[config.mk]
export PLATFORM = sky130hd
export DESIGN_NAME = rps_match_engine_flat
export DESIGN_NICKNAME = d
export VERILOG_FILES = /design/src/rtl/rps_pkg.sv /design/src/rtl/rps_match_engine_if.sv /design/src/rtl/rps_judge.sv /design/src/rtl/rps_match_engine.sv /design/src/flat_wrapper.sv
export SDC_FILE = /design/constraint.sdc
export NUM_CORES = 1
export LEC_CHECK = 0
export CELL_PAD_IN_SITES_DETAIL_PLACEMENT = 0
export CELL_PAD_IN_SITES_GLOBAL_PLACEMENT = 1
export CORE_MARGIN = 5
export CORE_UTILIZATION = 43
export DETAILED_ROUTE_END_ITERATION = 8
export PLACE_DENSITY_LB_ADDON = 0.1
export SLEW_MARGIN = 20
export SYNTH_ARGS = -nofsm -noshare
export SYNTH_HDL_FRONTEND = slang
export SYNTH_HIERARCHICAL = 1
export SYNTH_SLANG_ARGS = --single-unit
export TNS_END_PERCENT = 1
[constraint.sdc]
create_clock -name clk -period 11.3 [get_ports clk]
set_clock_uncertainty 0.15 [all_clocks]
set_input_delay 1.695 -clock clk [delete_from_list [all_inputs] [get_ports clk]]
set_output_delay 1.695 -clock clk [all_outputs]
set_load 0.01 [all_outputs]
[src/rtl/rps_pkg.sv]
// Shared constants for the stone/paper/scissors match engine: move, result and winner codes,
// FSM states, and the build-dependent number of legal moves (RPS_LIZARD_SPOCK_EN).
package rps_pkg;

   localparam logic [2:0] MV_STONE    = 3'd0;
   localparam logic [2:0] MV_PAPER    = 3'd1;
   localparam logic [2:0] MV_SCISSORS = 3'd2;
   localparam logic [2:0] MV_SPOCK    = 3'd3;
   localparam logic [2:0] MV_LIZARD   = 3'd4;

`ifdef RPS_LIZARD_SPOCK_EN
   localparam int unsigned MOVES = 5;
`else
   localparam int unsigned MOVES = 3;
`endif

   localparam logic [1:0] RES_TIE = 2'b00;
   localparam logic [1:0] RES_P1  = 2'b01;
   localparam logic [1:0] RES_P2  = 2'b10;
   localparam logic [1:0] RES_INV = 2'b11;

   localparam logic [1:0] WIN_DRAW = 2'b00;
   localparam logic [1:0] WIN_P1   = 2'b01;
   localparam logic [1:0] WIN_P2   = 2'b10;

   typedef enum logic [1:0] {
      StIdle,
      StPlay,
      StResolve,
      StDone
   } state_e;

endpackage

[src/rtl/rps_match_engine_if.sv]
// Move handshake and per-round result bundle between a move source and the match engine.
interface rps_match_engine_if;

   logic       move_valid;
   logic [2:0] p1_move;
   logic [2:0] p2_move;
   logic       move_ready;
   logic       round_valid;
   logic [1:0] round_result;

   modport master (
      output move_valid, p1_move, p2_move,
      input  move_ready, round_valid, round_result
   );

   modport slave (
      input  move_valid, p1_move, p2_move,
      output move_ready, round_valid, round_result
   );

endinterface

[src/rtl/rps_judge.sv]
// Combinational round judge: d = (p1 - p2) mod MOVES; odd d means P1 wins, even non-zero d P2.
module rps_judge
   import rps_pkg::*;
(
   input  logic [2:0] p1_move,
   input  logic [2:0] p2_move,
   output logic [1:0] result
);

   logic [3:0] diff;

   always_comb begin
      // Both moves are below MOVES when valid, so one conditional subtract completes the modulo
      diff = {1'b0, p1_move} + 4'(MOVES) - {1'b0, p2_move};
      if (diff >= 4'(MOVES)) begin
         diff = diff - 4'(MOVES);
      end

      if (p1_move >= 3'(MOVES) || p2_move >= 3'(MOVES)) begin
         result = RES_INV;
      end else if (diff == 4'd0) begin
         result = RES_TIE;
      end else if (diff[0]) begin
         result = RES_P1;
      end else begin
         result = RES_P2;
      end
   end

endmodule

[src/rtl/rps_match_engine.sv]
// First-to-WIN_TARGET stone/paper/scissors match controller with a round limit.
// Define RPS_LIZARD_SPOCK_EN to add spock (3) and lizard (4) as legal moves.
module rps_match_engine
   import rps_pkg::*;
#(
   parameter int unsigned WIN_TARGET = 3,
   parameter int unsigned MAX_ROUNDS = 15,
   parameter int unsigned SCORE_W    = 4,
   parameter int unsigned ROUND_W    = $clog2(MAX_ROUNDS + 1)
) (
   input  logic               clk,
   input  logic               rst,
   input  logic               start_match,
   rps_match_engine_if.slave  mv,
   output logic [SCORE_W-1:0] p1_score,
   output logic [SCORE_W-1:0] p2_score,
   output logic [ROUND_W-1:0] round_cnt,
   output logic               busy,
   output logic               match_done,
   output logic [1:0]         match_winner
);

   state_e             state_q, state_d;
   logic [2:0]         p1_mv_q, p1_mv_d, p2_mv_q, p2_mv_d;
   logic [SCORE_W-1:0] p1_score_q, p1_score_d, p2_score_q, p2_score_d;
   logic [ROUND_W-1:0] round_cnt_q, round_cnt_d;
   logic               round_valid_q, round_valid_d;
   logic [1:0]         result_q, result_d;
   logic [1:0]         winner_q, winner_d;
   logic [1:0]         judge_res;

   rps_judge u_judge (
      .p1_move (p1_mv_q),
      .p2_move (p2_mv_q),
      .result  (judge_res)
   );

   always_comb begin
      state_d       = state_q;
      p1_mv_d       = p1_mv_q;
      p2_mv_d       = p2_mv_q;
      p1_score_d    = p1_score_q;
      p2_score_d    = p2_score_q;
      round_cnt_d   = round_cnt_q;
      round_valid_d = 1'b0;
      result_d      = result_q;
      winner_d      = winner_q;

      // A start request wins over everything, including an in-flight round
      if (start_match) begin
         state_d     = StPlay;
         p1_score_d  = '0;
         p2_score_d  = '0;
         round_cnt_d = '0;
         winner_d    = WIN_DRAW;
      end else begin
         unique case (state_q)
            StIdle: ;
            StPlay: begin
               if (mv.move_valid) begin
                  p1_mv_d = mv.p1_move;
                  p2_mv_d = mv.p2_move;
                  state_d = StResolve;
               end
            end
            StResolve: begin
               round_valid_d = 1'b1;
               result_d      = judge_res;
               state_d       = StPlay;
               unique case (judge_res)
                  RES_P1: begin
                     p1_score_d  = p1_score_q + SCORE_W'(1);
                     round_cnt_d = round_cnt_q + ROUND_W'(1);
                  end
                  RES_P2: begin
                     p2_score_d  = p2_score_q + SCORE_W'(1);
                     round_cnt_d = round_cnt_q + ROUND_W'(1);
                  end
                  RES_TIE: round_cnt_d = round_cnt_q + ROUND_W'(1);
                  default: ;
               endcase
               if (p1_score_d == SCORE_W'(WIN_TARGET) || p2_score_d == SCORE_W'(WIN_TARGET) ||
                   round_cnt_d == ROUND_W'(MAX_ROUNDS)) begin
                  state_d = StDone;
                  if (p1_score_d == SCORE_W'(WIN_TARGET)) begin
                     winner_d = WIN_P1;
                  end else if (p2_score_d == SCORE_W'(WIN_TARGET)) begin
                     winner_d = WIN_P2;
                  end else if (p1_score_d > p2_score_d) begin
                     winner_d = WIN_P1;
                  end else if (p2_score_d > p1_score_d) begin
                     winner_d = WIN_P2;
                  end else begin
                     winner_d = WIN_DRAW;
                  end
               end
            end
            StDone: ;
            default: state_d = StIdle;
         endcase
      end
   end

   always_ff @(posedge clk or posedge rst) begin
      if (rst) begin
         state_q       <= StIdle;
         p1_mv_q       <= '0;
         p2_mv_q       <= '0;
         p1_score_q    <= '0;
         p2_score_q    <= '0;
         round_cnt_q   <= '0;
         round_valid_q <= 1'b0;
         result_q      <= RES_TIE;
         winner_q      <= WIN_DRAW;
      end else begin
         state_q       <= state_d;
         p1_mv_q       <= p1_mv_d;
         p2_mv_q       <= p2_mv_d;
         p1_score_q    <= p1_score_d;
         p2_score_q    <= p2_score_d;
         round_cnt_q   <= round_cnt_d;
         round_valid_q <= round_valid_d;
         result_q      <= result_d;
         winner_q      <= winner_d;
      end
   end

   assign mv.move_ready   = (state_q == StPlay);
   assign mv.round_valid  = round_valid_q;
   assign mv.round_result = result_q;
   assign p1_score        = p1_score_q;
   assign p2_score        = p2_score_q;
   assign round_cnt       = round_cnt_q;
   assign busy            = (state_q == StPlay) || (state_q == StResolve);
   assign match_done      = (state_q == StDone);
   assign match_winner    = winner_q;

endmodule

[src/flat_wrapper.sv]
// flat-port wrapper written by rule: the top's interface ports become plain ports
module rps_match_engine_flat import rps_pkg::*;
#(
   parameter int unsigned WIN_TARGET = 3,
   parameter int unsigned MAX_ROUNDS = 15,
   parameter int unsigned SCORE_W    = 4,
   parameter int unsigned ROUND_W    = $clog2(MAX_ROUNDS + 1)
)
  (clk, rst, start_match, p1_score, p2_score, round_cnt, busy, match_done, match_winner, mv_move_valid, mv_p1_move, mv_p2_move, mv_move_ready, mv_round_valid, mv_round_result);
  rps_match_engine_if mv_i ();
  input  logic clk;
  input  logic rst;
  input  logic start_match;
  output logic [SCORE_W-1:0] p1_score;
  output logic [SCORE_W-1:0] p2_score;
  output logic [ROUND_W-1:0] round_cnt;
  output logic busy;
  output logic match_done;
  output logic [1:0] match_winner;
  input wire logic [$bits(mv_i.move_valid)-1:0] mv_move_valid;
  input wire logic [$bits(mv_i.p1_move)-1:0] mv_p1_move;
  input wire logic [$bits(mv_i.p2_move)-1:0] mv_p2_move;
  output wire logic [$bits(mv_i.move_ready)-1:0] mv_move_ready;
  output wire logic [$bits(mv_i.round_valid)-1:0] mv_round_valid;
  output wire logic [$bits(mv_i.round_result)-1:0] mv_round_result;
  assign mv_i.move_valid = mv_move_valid;
  assign mv_i.p1_move = mv_p1_move;
  assign mv_i.p2_move = mv_p2_move;
  assign mv_move_ready = mv_i.move_ready;
  assign mv_round_valid = mv_i.round_valid;
  assign mv_round_result = mv_i.round_result;
  rps_match_engine #(.WIN_TARGET(WIN_TARGET), .MAX_ROUNDS(MAX_ROUNDS), .SCORE_W(SCORE_W), .ROUND_W(ROUND_W)) u_core (.clk(clk), .rst(rst), .start_match(start_match), .mv(mv_i), .p1_score(p1_score), .p2_score(p2_score), .round_cnt(round_cnt), .busy(busy), .match_done(match_done), .match_winner(match_winner));
endmodule
; ---- After elaboration in Yosys (flattened, before gate mapping)
; Index checks and enable logic that the tools add are counted.
[totals]
reg_bits = 25
inputBits = 10
output_inout_bits = 20
[op_classes]
addsub = 6
order_cmp = 5
n_eq_ne = 9
n_mux = 32
n_bitwise = 1
n_reduce_logical = 14
[ops]
columns = cell, count
row1 = $mux W4, 16
row2 = $mux W2, 13
row3 = $add A4 B1 Y4 const B, 3
row4 = $eq A4 B2 Y1 const B, 2
row5 = $gt A4 B4 Y1, 2
row6 = $eq A2 B2 Y1 const B, 3
row7 = $ge A3 B2 Y1 const B, 2
row8 = $reduce_and A2 Y1, 3
row9 = $add A3 B2 Y4 const B, 1
row10 = $eq A2 B1 Y1 const B, 2
row11 = $eq A4 B4 Y1 const B, 1
row12 = $ge A4 B2 Y1 const B, 1
row13 = $logic_not A4 Y1, 1
row14 = $logic_or A1 B1 Y1, 4
row15 = $pmux W2 S2, 1
row16 = $reduce_bool A2 Y1, 2
row17 = $sub A4 B2 Y4 const B, 1
row18 = $sub A4 B3 Y4, 1
row19 = $ne A3 B3 Y1 const B, 1
row20 = $reduce_and A3 Y1, 1
row21 = $reduce_bool A3 Y1, 1
row22 = $reduce_or A3 Y1, 1
row23 = $logic_not A2 Y1, 1
row24 = $mux W1, 2
row25 = $not A1 Y1, 1

; ---- Longest topological paths before layout
; Gate-level depths: netlist of the first run.
[depth]
word_depth = 19
ltp_mapped = 18

; ---- Hierarchy
; Netlist of the first run, hierarchy kept.
[by_module_without_submodules]
columns = module, n_inst, cells_each, area_per_inst_um2
row1 = rps_match_engine, 1, 148, 1451.4
row2 = rps_judge, 1, 26, 210.2

; ---- Least setup slack after synthesis of the first run
; No wires, ideal clock.
[synth_timing]
kind = reg2reg
startpoint = register u_core.p1_mv_q[1]
endpoint = register u_core.winner_q[1] (netlist: u_core/match_winner[1])
setup_ps = 66
arrival_ps = 3546
t_required_ps = 11084
path_slack_ps = 7538
path_stages_with_launch = 15
path_buffers = 0
period_less_slack_ps = 3762
path_cell_list = dfrtp_1 -> ha_1 -> ha_1 -> ha_1 -> nor4bb_1 -> nor3_1 -> nand4b_1 -> nand2b_1 -> or3_1 -> and2_1 -> ha_1 -> nor2_1 -> a211o_1 -> o21ai_1 -> a31o_1
[synth_between]
elab_chain_len = 19
[synth_rtl]
columns = element, line_no
row1 = from (decl), rps_match_engine.sv:24  ; logic [2:0] p1_mv_q, p1_mv_d, p2_mv_q, p2_mv_d;
row2 = from (signal assigned), rps_match_engine.sv:117  ; p1_mv_q <= p1_mv_d;
row3 = $add A3 B2 Y4, rps_judge.sv:14  ; diff = {1'b0, p1_move} + 4'(MOVES) - {1'b0, p2_move};
row4 = $sub A4 B3 Y4, rps_judge.sv:14
row5 = $sub A4 B2 Y4 or $ge A4 B2 Y1 (tied branches), "rps_judge.sv:16, rps_judge.sv:15"
row6 = $mux W4, rps_judge.sv:15  ; if (diff >= 4'(MOVES)) begin
row7 = $logic_not A4 Y1 or $mux W2 (tied branches), "rps_judge.sv:21, rps_judge.sv:23"
row8 = $mux W2, rps_judge.sv:21  ; end else if (diff == 4'd0) begin
row9 = $mux W2 (*), rps_judge.sv:19  ; if (p1_move >= 3'(MOVES) || p2_move >= 3'(MOVES)) begin
row10 = net u_core.judge_res[1], rps_match_engine.sv:30  ; logic [1:0] judge_res;
row11 = [4 not listed], -
row12 = $gt A4 B4 Y1, rps_match_engine.sv:91  ; end else if (p2_score_d > p1_score_d) begin
row13 = $mux W2, rps_match_engine.sv:91
row14 = $mux W2, rps_match_engine.sv:89  ; end else if (p1_score_d > p2_score_d) begin
row15 = $mux W2, rps_match_engine.sv:87  ; end else if (p2_score_d == SCORE_W'(WIN_TARGET)) begin
row16 = $mux W2, rps_match_engine.sv:85  ; if (p1_score_d == SCORE_W'(WIN_TARGET)) begin
row17 = $mux W2, rps_match_engine.sv:82  ; if (p1_score_d == SCORE_W'(WIN_TARGET) || p2_score_d == SCORE_W'(WIN_TARGET) ||
row18 = $mux W2, rps_match_engine.sv:57  ; unique case (state_q)
row19 = $mux W2, rps_match_engine.sv:50  ; if (start_match) begin
row20 = to (signal assigned), rps_match_engine.sv:124  ; winner_q <= winner_d;
row21 = to (decl), rps_match_engine.sv:29  ; logic [1:0] winner_q, winner_d;
; Mark *: on every way through the listed nets, which the timed path passes. The rest lies on a longest branch. The select of a mux whose other input is x is not followed.
; A chain may end at the register's enable or synchronous reset.

; ---- Final worst setup path of the first run
; Ends and elaborated chain as after synthesis.

==> impl_metrics.json, run 1 <==
{
  "switchingPower_w": 0.000143,
  "cts_buffers": 3,
  "wire_per_inst_um": 13.3,
  "switching_share": 0.389,
  "ir_drop_mv": 0.0979,
  "yosys_warnings": 6,
  "rsz0062_at_grt": "no",
  "cts_tree": "yes",
  "synth_cell_types": 40,
  "syn-num-nets": 199,
  "fmax_ghz": 0.237,
  "die_w_um": 72.2,
  "end_kind": "flip-flop",
  "share_seq_of_total_power": 0.314,
  "max-slew-margin-rel": 0.404,
  "vias": 1358,
  "cts_num_sinks": 25,
  "row_count": 22,
  "slew_violations": 0,
  "synthAdderAreaFrac": 0.124,
  "cp_max_fo": 10,
  "nFillCells": 354,
  "cts.repair.resized": 0,
  "p_leak_nw": 0.886,
  "finalSetupTns_ns": 0,
  "post_cts.repair.setup_buffers": 0,
  "gp_congestion": 0.829,
  "root_buffer": "clkbuf_8",
  "grt_pass1_wl_um": 5800,
  "startpoint_type": "flip-flop",
  "layout_commonest_cell": "clkdlybuf4s50_1",
  "grt_start_max_net_pins": 26,
  "grt_pass1_vias": 1287,
  "synth_simple_gate_area_share": 0.209,
  "finalCritPeriodShare": 0.374,
  "synth_xor_area_frac": 0.0730,
  "antenna_found_initial": 0,
  "clockBufferDepth": 2,
  "required_ns": 11.37,
  "slowest_delay_ns": 0.41,
  "power_density_nw_per_um2": 181,
  "syn_to_final_growth_pct": 22.2,
  "synthCells": 174,
  "fin_util": 0.546,
  "drt-pass1-iter-count": 4,
  "gr-total-overflow": 0,
  "ys_ff_latch": 25,
  "layout-drive-gt1-share": 0.0945,
  "hold_viol": 0,
  "comb_power_share": 0.538,
  "syn_area_per_cell_um2": 9.55,
  "n_antenna_cell": 0,
  "critPathArrivalTime_ns": 4.29,
  "synth_top_family_by_area": "simple AND/OR/NAND/NOR gates",
  "synth.cell_area_um2": 1660,
  "gr-usage-all-layers": 0.140,
  "cap_violations": 0,
  "ios": 30,
  "die_h_um": 72.2,
  "crit_slowest_cell": "nand4b_1",
  "synth_mux_area_frac": 0.0602,
  "clkLatencyLatePin_ns": 0.27,
  "cp_cell_sequence": "ha_1, ha_1, ha_1, nor4bb_1, nor3_1, nand4b_1, nand2b_1, mux2i_1, ha_1, a21oi_1, maj3_2, a211o_1, o21ai_1, a31o_1",
  "period_needed_ns": 4.23,
  "setup_viol": 0,
  "path_common_cell": "ha_1",
  "path_buf_inv": 0,
  "initial_core_util": 0.447,
  "dpl.hpwl_um": 2550,
  "critPathKind": "reg2reg",
  "drt-initial-drc-count": 72,
  "die-area_um2": 5210,
  "cpLargestDelayFamily": "adder cells",
  "outcome": "completed",
  "synth_compound_area_frac": 0.111,
  "ctsHoldBuffers": 0,
  "core_area_um2": 3720,
  "final_antenna_net_count": 0,
  "worstMarginPinSlew_ns": 0.888,
  "htree_levels": 1,
  "mostFrequentLayoutCells": "clkdlybuf4s50_1, dfrtp_1, ha_1, nor2_1, nand2_1",
  "drc": 0,
  "nNetsFinal": 227,
  "vias_per_cell": 5.45,
  "yosysSeqAreaShare": 0.377,
  "p_clk_frac": 0.148,
  "drt_wl_total_um": 3310,
  "io_buffers": 29,
  "clk_pin_slew_ns": 0.09,
  "internal_power_w": 0.000225,
  "holdCritPathClass": "reg2reg"
}
==> metal layers <==
layer / global-route usage / vias up / part of all wire
li1: - / 664 / -
met1: 0.184 / 653 / 0.48
met4: 0.0501 / 0 / 0.014
met5: 0 / - / 0
met2: 0.224 / 37 / 0.45
met3: 0.0332 / 4 / 0.056
==> worst reg2reg max path: cells and delay by family, from the launching register on <==
family | cells | cell delay [ns]
flops | 1 | 0.40
mux | 1 | 0.20
compound gates | 4 | 0.68
simple gates | 4 | 1.13
fa+ha+maj | 5 | 1.63
==> Yosys cell counts <==
| master | number | area [µm²] |
|---|---|---|
| dfrtp_1 | 25 | 626 |
| ha_1 | 14 | 175 |
| nor2_1 | 13 | 48.8 |
| inv_1 | 12 | 45.0 |
| nand2_1 | 12 | 45.0 |
| a21oi_1 | 10 | 50.1 |
| nand3_1 | 9 | 45.0 |
| mux2_2 | 8 | 90.1 |
| xor2_1 | 8 | 70.1 |
| o21ai_0 | 7 | 35.0 |
| clkbuf_1 | 5 | 18.8 |
| or3_1 | 5 | 31.3 |
| nand2b_1 | 4 | 25.0 |
| nand3b_1 | 4 | 30.0 |
| xnor2_1 | 4 | 35.0 |
| nor2b_1 | 3 | 18.8 |
| a211o_1 | 2 | 17.5 |
| a211oi_1 | 2 | 15.0 |
| a311oi_1 | 2 | 17.5 |
| and2b_2 | 2 | 17.5 |
| nand4_1 | 2 | 12.5 |
| nand4b_1 | 2 | 17.5 |
| o21ai_1 | 2 | 10.0 |
| a31o_1 | 1 | 8.76 |
| a31o_2 | 1 | 8.76 |
| and2_1 | 1 | 6.26 |
| and3_1 | 1 | 6.26 |
| and4b_1 | 1 | 10.0 |
| and4bb_2 | 1 | 12.5 |
| buf_6 | 1 | 11.3 |
| fa_1 | 1 | 20.0 |
| maj3_2 | 1 | 11.3 |
| mux2i_1 | 1 | 10.0 |
| nor3_1 | 1 | 5.00 |
| nor4bb_1 | 1 | 10.0 |
| o2111ai_1 | 1 | 8.76 |
| o21bai_1 | 1 | 7.51 |
| o22ai_1 | 1 | 6.26 |
| or2_2 | 1 | 6.26 |
| xor2_2 | 1 | 16.3 |
==> power groups by stage <==
stage	clock network [W]	logic [W]	registers, W
6_report	0.0000545	0.000198	0.000115
5_1_grt	0.0000604	0.000222	0.000118
4_1_cts	0.0000567	0.000198	0.000116
3_5_place_dp	0	0.000197	0.000118
3_3_place_gp	0	0.000187	0.000117
2_1_floorplan	0	0.000150	0.000117
==> stage by stage <==
| stage | area, µm² | instances | total power, W | hold slack (ns) | setup slack, ns |
|---|---|---|---|---|---|
| 3_5_place_dp | 1980 | 245 | 0.000314 | 0.360 | 7.14 |
| 3_3_place_gp | 1980 | 245 | 0.000304 | 0.360 | 7.27 |
| 6_report | 2030 | 249 | 0.000368 | 0.374 | 7.07 |
| 2_1_floorplan | 1660 | 174 | 0.000267 | 0.352 | 7.54 |
| 4_1_cts | 2030 | 249 | 0.000371 | 0.382 | 7.09 |
| 5_1_grt | 2030 | 249 | 0.000401 | 0.407 | 6.79 |
==> area by class of cell <==
| class | count | area, µm² | area share |
|---|---|---|---|
| multi-input combinational | 131 | 961 | 0.473 |
| sequential | 25 | 626 | 0.308 |
| timing repair buffer | 29 | 290 | 0.143 |
| tap | 48 | 60.1 | 0.0296 |
| inverter | 12 | 45.0 | 0.0222 |
| clock buffer | 3 | 41.3 | 0.0203 |
| clock inverter | 1 | 7.51 | 0.00370 |
==> state kept, by name (all words and copies together) (netlist names) <==
| register | flops |
|---|---|
| u_core/mv.round_result | 2 |
| u_core/mv.round_valid | 1 |
| u_core/p1_mv_q | 3 |
| u_core/p2_mv_q | 3 |
| u_core/match_winner | 2 |
| u_core/round_cnt | 4 |
| u_core/state_q | 2 |
| u_core/p2_score | 4 |
| u_core/p1_score | 4 |
==> cells by family after synthesis <==
| group | after synthesis |
|---|---|
| DFF | 25 |
| muxes | 9 |
| and+or+nand+nor | 63 |
| AOI/OAI and AO/OA | 30 |
| buffers and inverters | 18 |
| xor gates and xnor gates | 13 |
| adders and majority gates | 16 |
==> worst paths after layout <==
check	start	endpoint	slack, ns	cells past startpoint
min in group asynchronous	rst	u_core/round_cnt[1]$_DFFE_PP0P_	1.65	2
min	u_core/mv.round_result[1]$_DFFE_PP0P_	u_core/mv.round_result[1]$_DFFE_PP0P_	0.37	1
min reg2reg	u_core/mv.round_result[1]$_DFFE_PP0P_	u_core/mv.round_result[1]$_DFFE_PP0P_	0.37	1
max reg2reg	u_core/p1_mv_q[1]$_DFFE_PP0P_	u_core/match_winner[1]$_DFFE_PP0P_	7.07	14
max in group asynchronous	rst	u_core/state_q[0]$_DFFE_PP0P_	8.93	2
max	u_core/p1_mv_q[1]$_DFFE_PP0P_	u_core/match_winner[1]$_DFFE_PP0P_	7.07	14
Power figures use the tool's default switching activity.
==> run 2: changes to the inputs <==
--- a/config.mk
+++ b/config.mk
@@ -8,7 +8,7 @@
 export CELL_PAD_IN_SITES_DETAIL_PLACEMENT = 0
 export CELL_PAD_IN_SITES_GLOBAL_PLACEMENT = 1
 export CORE_MARGIN = 5
-export CORE_UTILIZATION = 43
+export CORE_UTILIZATION = 36
 export DETAILED_ROUTE_END_ITERATION = 8
 export PLACE_DENSITY_LB_ADDON = 0.1
 export SLEW_MARGIN = 20
==> constraint.sdc (replaced) <==
create_clock -name clk -period 3.8 [get_ports clk]
set_clock_uncertainty 0.15 [all_clocks]
set_input_delay 0.57 -clock clk [delete_from_list [all_inputs] [get_ports clk]]
set_output_delay 0.57 -clock clk [all_outputs]
set_load 0.01 [all_outputs]
==> impl_metrics.json, run 2 (synthesis results as in run 1) <==
{
  "die_w_um": 77.9,
  "wire_per_inst_um": 15.1,
  "grt_start_max_net_pins": 26,
  "antenna_found_initial": 0,
  "drt-initial-drc-count": 79,
  "layout-drive-gt1-share": 0.226,
  "htree_levels": 1,
  "cp_max_fo": 5,
  "r2r_setup_slack_ns": 0.04,
  "endpoint": "u_core/match_winner[0]$_DFFE_PP0P_",
  "vias_per_cell": 5.07,
  "gr-total-overflow": 0,
  "gp_congestion": 0.890,
  "outcome": "completed",
  "cts_num_sinks": 25,
  "row_count": 24,
  "vias": 1364,
  "cts_tree": "yes",
  "clockBufferDepth": 2,
  "required_ns": 3.82,
  "io_buffers": 29,
  "final_antenna_net_count": 0,
  "core_area_um2": 4410,
  "root_buffer": "clkbuf_8",
  "end_kind": "flip-flop",
  "cpLargestDelayFamily": "adder cells",
  "finalCritPeriodShare": 0.990,
  "slowest_delay_ns": 0.56,
  "ios": 30,
  "initial_core_util": 0.376,
  "path_common_cell": "ha_1",
  "critPathLaunch": "u_core/p1_mv_q[1]$_DFFE_PP0P_",
  "layout_setup_ws_ns": 0.0393,
  "rsz0062_at_grt": "yes",
  "r2r_cells": 16,
  "grt_pass1_vias": 1414,
  "drt-pass1-iter-count": 4,
  "ctsHoldBuffers": 0,
  "startpoint_type": "flip-flop",
  "place_ws_ns": -0.0380,
  "r2r-start": "u_core/p1_mv_q[1]$_DFFE_PP0P_",
  "period_needed_ns": 3.76,
  "fmax_ghz": 0.266,
  "gr-usage-all-layers": 0.137,
  "holdCritPathClass": "reg2reg",
  "drc": 0,
  "mostFrequentLayoutCells": "clkdlybuf4s50_1, dfrtp_1, buf_4, nor2_1",
  "crit_slowest_cell": "fa_2",
  "p_leak_nw": 0.997,
  "cts_buffers": 3,
  "clkLatencyLatePin_ns": 0.27,
  "slew_violations": 0,
  "max-slew-margin-rel": 0.578,
  "finalSetupTns_ns": 0,
  "critPathKind": "reg2reg",
  "critPathArrivalTime_ns": 3.78,
  "nNetsFinal": 243,
  "cp_cell_sequence": "ha_1, ha_1, inv_1, fa_2, nor2b_4, and3_4, o21ai_2, buf_4, nand2b_4, mux2i_2, ha_1, a21oi_1, maj3_2, a211o_1, nand2_1, a311oi_1",
  "cap_violations": 0,
  "clk_pin_slew_ns": 0.09,
  "hold_viol": 0,
  "r2r-end": "u_core/match_winner[0]$_DFFE_PP0P_",
  "power_density_nw_per_um2": 625,
  "drt_wl_total_um": 4050,
  "setup_viol": 0,
  "worstMarginPinSlew_ns": 0.630,
  "n_antenna_cell": 0,
  "die_h_um": 77.9,
  "ir_drop_mv": 0.306,
  "path_depth": 16,
  "die-area_um2": 6070,
  "syn_to_final_growth_pct": 35.0,
  "grt_pass1_wl_um": 6760,
  "dpl.hpwl_um": 3030,
  "layout_commonest_cell": "clkdlybuf4s50_1",
  "path_buf_inv": 2
}
## run 2: cell count changes in the layout (fill, tap and decap cells not counted), sizes merged
cell and delta:
inv +1, clkinvlp -1, buf +16
## run 2: what timing repair did
action                                  in CTS  in global routing
endpoints found under the setup margin       2                  3
pin swaps                                    4                  8
setup buffers                                4                  1
resized for setup                            8                 10
## run 2: metal layers
layer / vias to the layer above / routed length [µm] / part of all wire / global-route usage
li1: 693 / - / - / -
met1: 653 / 1940 / 0.48 / 0.183
met2: 16 / 2000 / 0.49 / 0.230
met3: 2 / 92 / 0.023 / 0.0208
met4: 0 / 15 / 0.0037 / 0.0372
met5: - / 0 / 0 / 0
## run 2: final cells by class
class | instances | area [µm²]
inverter | 12 | 45.0
tap | 52 | 65.1
multi-input combinational | 131 | 1040
clock inverter | 1 | 5.00
sequential | 25 | 626
fill | 399 | 2170
clock buffer | 3 | 41.3
timing repair buffer | 45 | 418
## run 2: how the worst min path moves through the flow
| stage | slack (ns) | start | cells after the start | endpoint |
|---|---|---|---|---|
| 2_1_floorplan | 0.35 | u_core/p2_mv_q[1]$_DFFE_PP0P_ | 1 | u_core/p2_mv_q[1]$_DFFE_PP0P_ |
| 3_3_place_gp | 0.38 | u_core/mv.round_result[1]$_DFFE_PP0P_ | 1 | u_core/mv.round_result[1]$_DFFE_PP0P_ |
| 3_5_place_dp | 0.38 | u_core/mv.round_result[1]$_DFFE_PP0P_ | 1 | u_core/mv.round_result[1]$_DFFE_PP0P_ |
| 4_1_cts | 0.41 | u_core/mv.round_result[1]$_DFFE_PP0P_ | 1 | u_core/mv.round_result[1]$_DFFE_PP0P_ |
| 5_1_grt | 0.42 | u_core/mv.round_result[1]$_DFFE_PP0P_ | 1 | u_core/mv.round_result[1]$_DFFE_PP0P_ |
| 6_report | 0.39 | u_core/mv.round_result[1]$_DFFE_PP0P_ | 1 | u_core/mv.round_result[1]$_DFFE_PP0P_ |
## run 2: report_power, final
part           switching, W  internal (W)
Sequential        0.0000355      0.000309
Combinational      0.000411      0.000487
Clock             0.0000878     0.0000734
Total              0.000534      0.000869
## run 2: per-stage QoR
step	hold WS (ns)	instance area, µm²	std cells	power [W]	util
4_1_cts	0.405	2180	268	0.00127	0.493
3_5_place_dp	0.383	2070	260	0.00101	0.469
6_report	0.387	2240	269	0.00140	0.508
5_1_grt	0.423	2240	269	0.00151	0.508
2_1_floorplan	0.352	1660	174	0.000793	-
3_3_place_gp	0.377	2070	260	0.000981	0.469
==> run 3: changes to the inputs <==
--- a/config.mk
+++ b/config.mk
@@ -11,6 +11,7 @@
 export CORE_UTILIZATION = 36
 export DETAILED_ROUTE_END_ITERATION = 8
 export PLACE_DENSITY_LB_ADDON = 0.1
+export RECOVER_POWER = 100
 export SLEW_MARGIN = 20
 export SYNTH_ARGS = -nofsm -noshare
 export SYNTH_HDL_FRONTEND = slang
==> impl_metrics.json, run 3 (synthesis results as in run 1) <==
{
  "end_kind": "flip-flop",
  "cts_tree": "yes",
  "root_buffer": "clkbuf_8",
  "hold_end": "u_core/mv.round_result[1]$_DFFE_PP0P_",
  "ios": 30,
  "hp-start": "u_core/mv.round_result[1]$_DFFE_PP0P_",
  "r2r_cells": 16,
  "grt_pass1_wl_um": 6760,
  "drt-pass1-iter-count": 4,
  "period_needed_ns": 3.76,
  "holdCritPathClass": "reg2reg",
  "critPathKind": "reg2reg",
  "drt-initial-drc-count": 79,
  "slowest_delay_ns": 0.46,
  "ctsHoldBuffers": 0,
  "slew_violations": 0,
  "cp_cell_sequence": "ha_1, ha_1, inv_1, fa_2, nor2b_4, and3_4, o21ai_2, buf_4, nand2b_4, or3_1, and2_1, ha_1, nor2_1, a211o_1, nand2_1, a311oi_1",
  "place_ws_ns": -0.0380,
  "place_area_um2": 2070,
  "initial_core_util": 0.376,
  "io_buffers": 29,
  "required_ns": 3.82,
  "syn_to_final_growth_pct": 35.0,
  "design_area_um2": 2240,
  "path_buf_inv": 2,
  "fin_util": 0.508,
  "gp_congestion": 0.890,
  "finalCritPeriodShare": 0.990,
  "startpoint_type": "flip-flop",
  "holdWs_ns": 0.382,
  "cap_violations": 0,
  "cts_num_sinks": 25,
  "setup_viol": 0,
  "grt_start_max_net_pins": 26,
  "clkLatencyLatePin_ns": 0.27,
  "crit_slowest_cell": "fa_2",
  "final_antenna_net_count": 0,
  "clk_pin_slew_ns": 0.09,
  "hold_depth": 1,
  "hold_viol": 0,
  "drc": 0,
  "die-area_um2": 6070,
  "vias": 1366,
  "vias_per_cell": 5.08,
  "dpl.hpwl_um": 3030,
  "core_area_um2": 4410,
  "rsz0062_at_grt": "yes",
  "layout-drive-gt1-share": 0.221,
  "p_leak_nw": 1.05,
  "max-slew-margin-rel": 0.337,
  "die_w_um": 77.9,
  "r2r_setup_slack_ns": 0.04,
  "r2r-end": "u_core/match_winner[0]$_DFFE_PP0P_",
  "die_h_um": 77.9,
  "cts_buffers": 3,
  "cpLargestDelayFamily": "adder cells",
  "grt_pass1_vias": 1414,
  "r2r-start": "u_core/p1_mv_q[1]$_DFFE_PP0P_",
  "layout_setup_ws_ns": 0.0395,
  "htree_levels": 1,
  "drt_wl_total_um": 4050,
  "row_count": 24,
  "path_common_cell": "ha_1",
  "mostFrequentLayoutCells": "dfrtp_1, dlygate4sd3_1, buf_4, nor2_1",
  "worstMarginPinSlew_ns": 0.993,
  "gr-usage-all-layers": 0.137,
  "ir_drop_mv": 0.305,
  "power_density_nw_per_um2": 622,
  "outcome": "completed",
  "clockBufferDepth": 2,
  "layout_commonest_cell": "dfrtp_1",
  "antenna_found_initial": 0,
  "gr-total-overflow": 0,
  "n_antenna_cell": 0,
  "wire_per_inst_um": 15.0,
  "fmax_ghz": 0.266,
  "critPathArrivalTime_ns": 3.78,
  "cp_max_fo": 5,
  "nNetsFinal": 243
}
-- run 3: changes by cell type in the layout (fill, tap and decap cells not counted) --
cell	before	now
clkdlybuf4s50_1	29	12
inv_2	1	0
inv_1	11	12
dlygate4sd3_1	0	17
-- run 3: where the power goes --
part	internal (W)	switching [W]	total [W]
Sequential	0.000309	0.0000349	0.000344
Clock	0.0000734	0.0000875	0.000161
Combinational	0.000481	0.000411	0.000892
-- run 3: area by class of cell --
type | count | area (µm²)
Fill cell | 399 | 2170
Multi-Input combinational cell | 131 | 1040
Sequential cell | 25 | 626
Timing Repair Buffer | 45 | 418
Tap cell | 52 | 65.1
Inverter | 12 | 45.0
Clock buffer | 3 | 41.3
Clock inverter | 1 | 5.00
-- run 3: per-layer routing --
layer / share of wire / up-vias / track usage
met4: 0.0037 / 0 / 0.0372
met5: 0 / - / 0
met3: 0.023 / 2 / 0.0208
met1: 0.48 / 655 / 0.183
met2: 0.50 / 16 / 0.230
li1: - / 693 / -
-- run 3: timing repair --
action / CTS / global route
hold endpoints to repair: 0 / 0
endpoints found under the setup margin: 2 / 3
pin swaps: 4 / 8
buffers inserted: 4 / 1
cloned: 0 / 0
gates resized for setup: 8 / 10
-- run 3: worst max path at each step --
stage / startpoint / end / slack [ns] / cells past startpoint
after detailed placement: u_core/p1_mv_q[1]$_DFFE_PP0P_ / u_core/match_winner[1]$_DFFE_PP0P_ / -0.04 / 17
after CTS: u_core/p1_mv_q[1]$_DFFE_PP0P_ / u_core/match_winner[0]$_DFFE_PP0P_ / -0.003 / 16
after global placement: u_core/p2_mv_q[1]$_DFFE_PP0P_ / u_core/match_winner[1]$_DFFE_PP0P_ / 0.05 / 18
final: u_core/p1_mv_q[1]$_DFFE_PP0P_ / u_core/match_winner[0]$_DFFE_PP0P_ / 0.04 / 16
after global routing: u_core/p2_mv_q[1]$_DFFE_PP0P_ / u_core/match_winner[0]$_DFFE_PP0P_ / -0.14 / 17
after floorplan: u_core/p1_mv_q[1]$_DFFE_PP0P_ / u_core/match_winner[1]$_DFFE_PP0P_ / 0.04 / 14
-- run 3: per-stage QoR --
step | setup TNS (ns) | total power, W | instances
finish | 0 | 0.00140 | 269
global route | -0.269 | 0.00150 | 269
CTS | -0.00265 | 0.00127 | 268
detailed placement | -0.0453 | 0.00101 | 260
global placement | 0 | 0.000981 | 260
floorplan | 0 | 0.000793 | 174
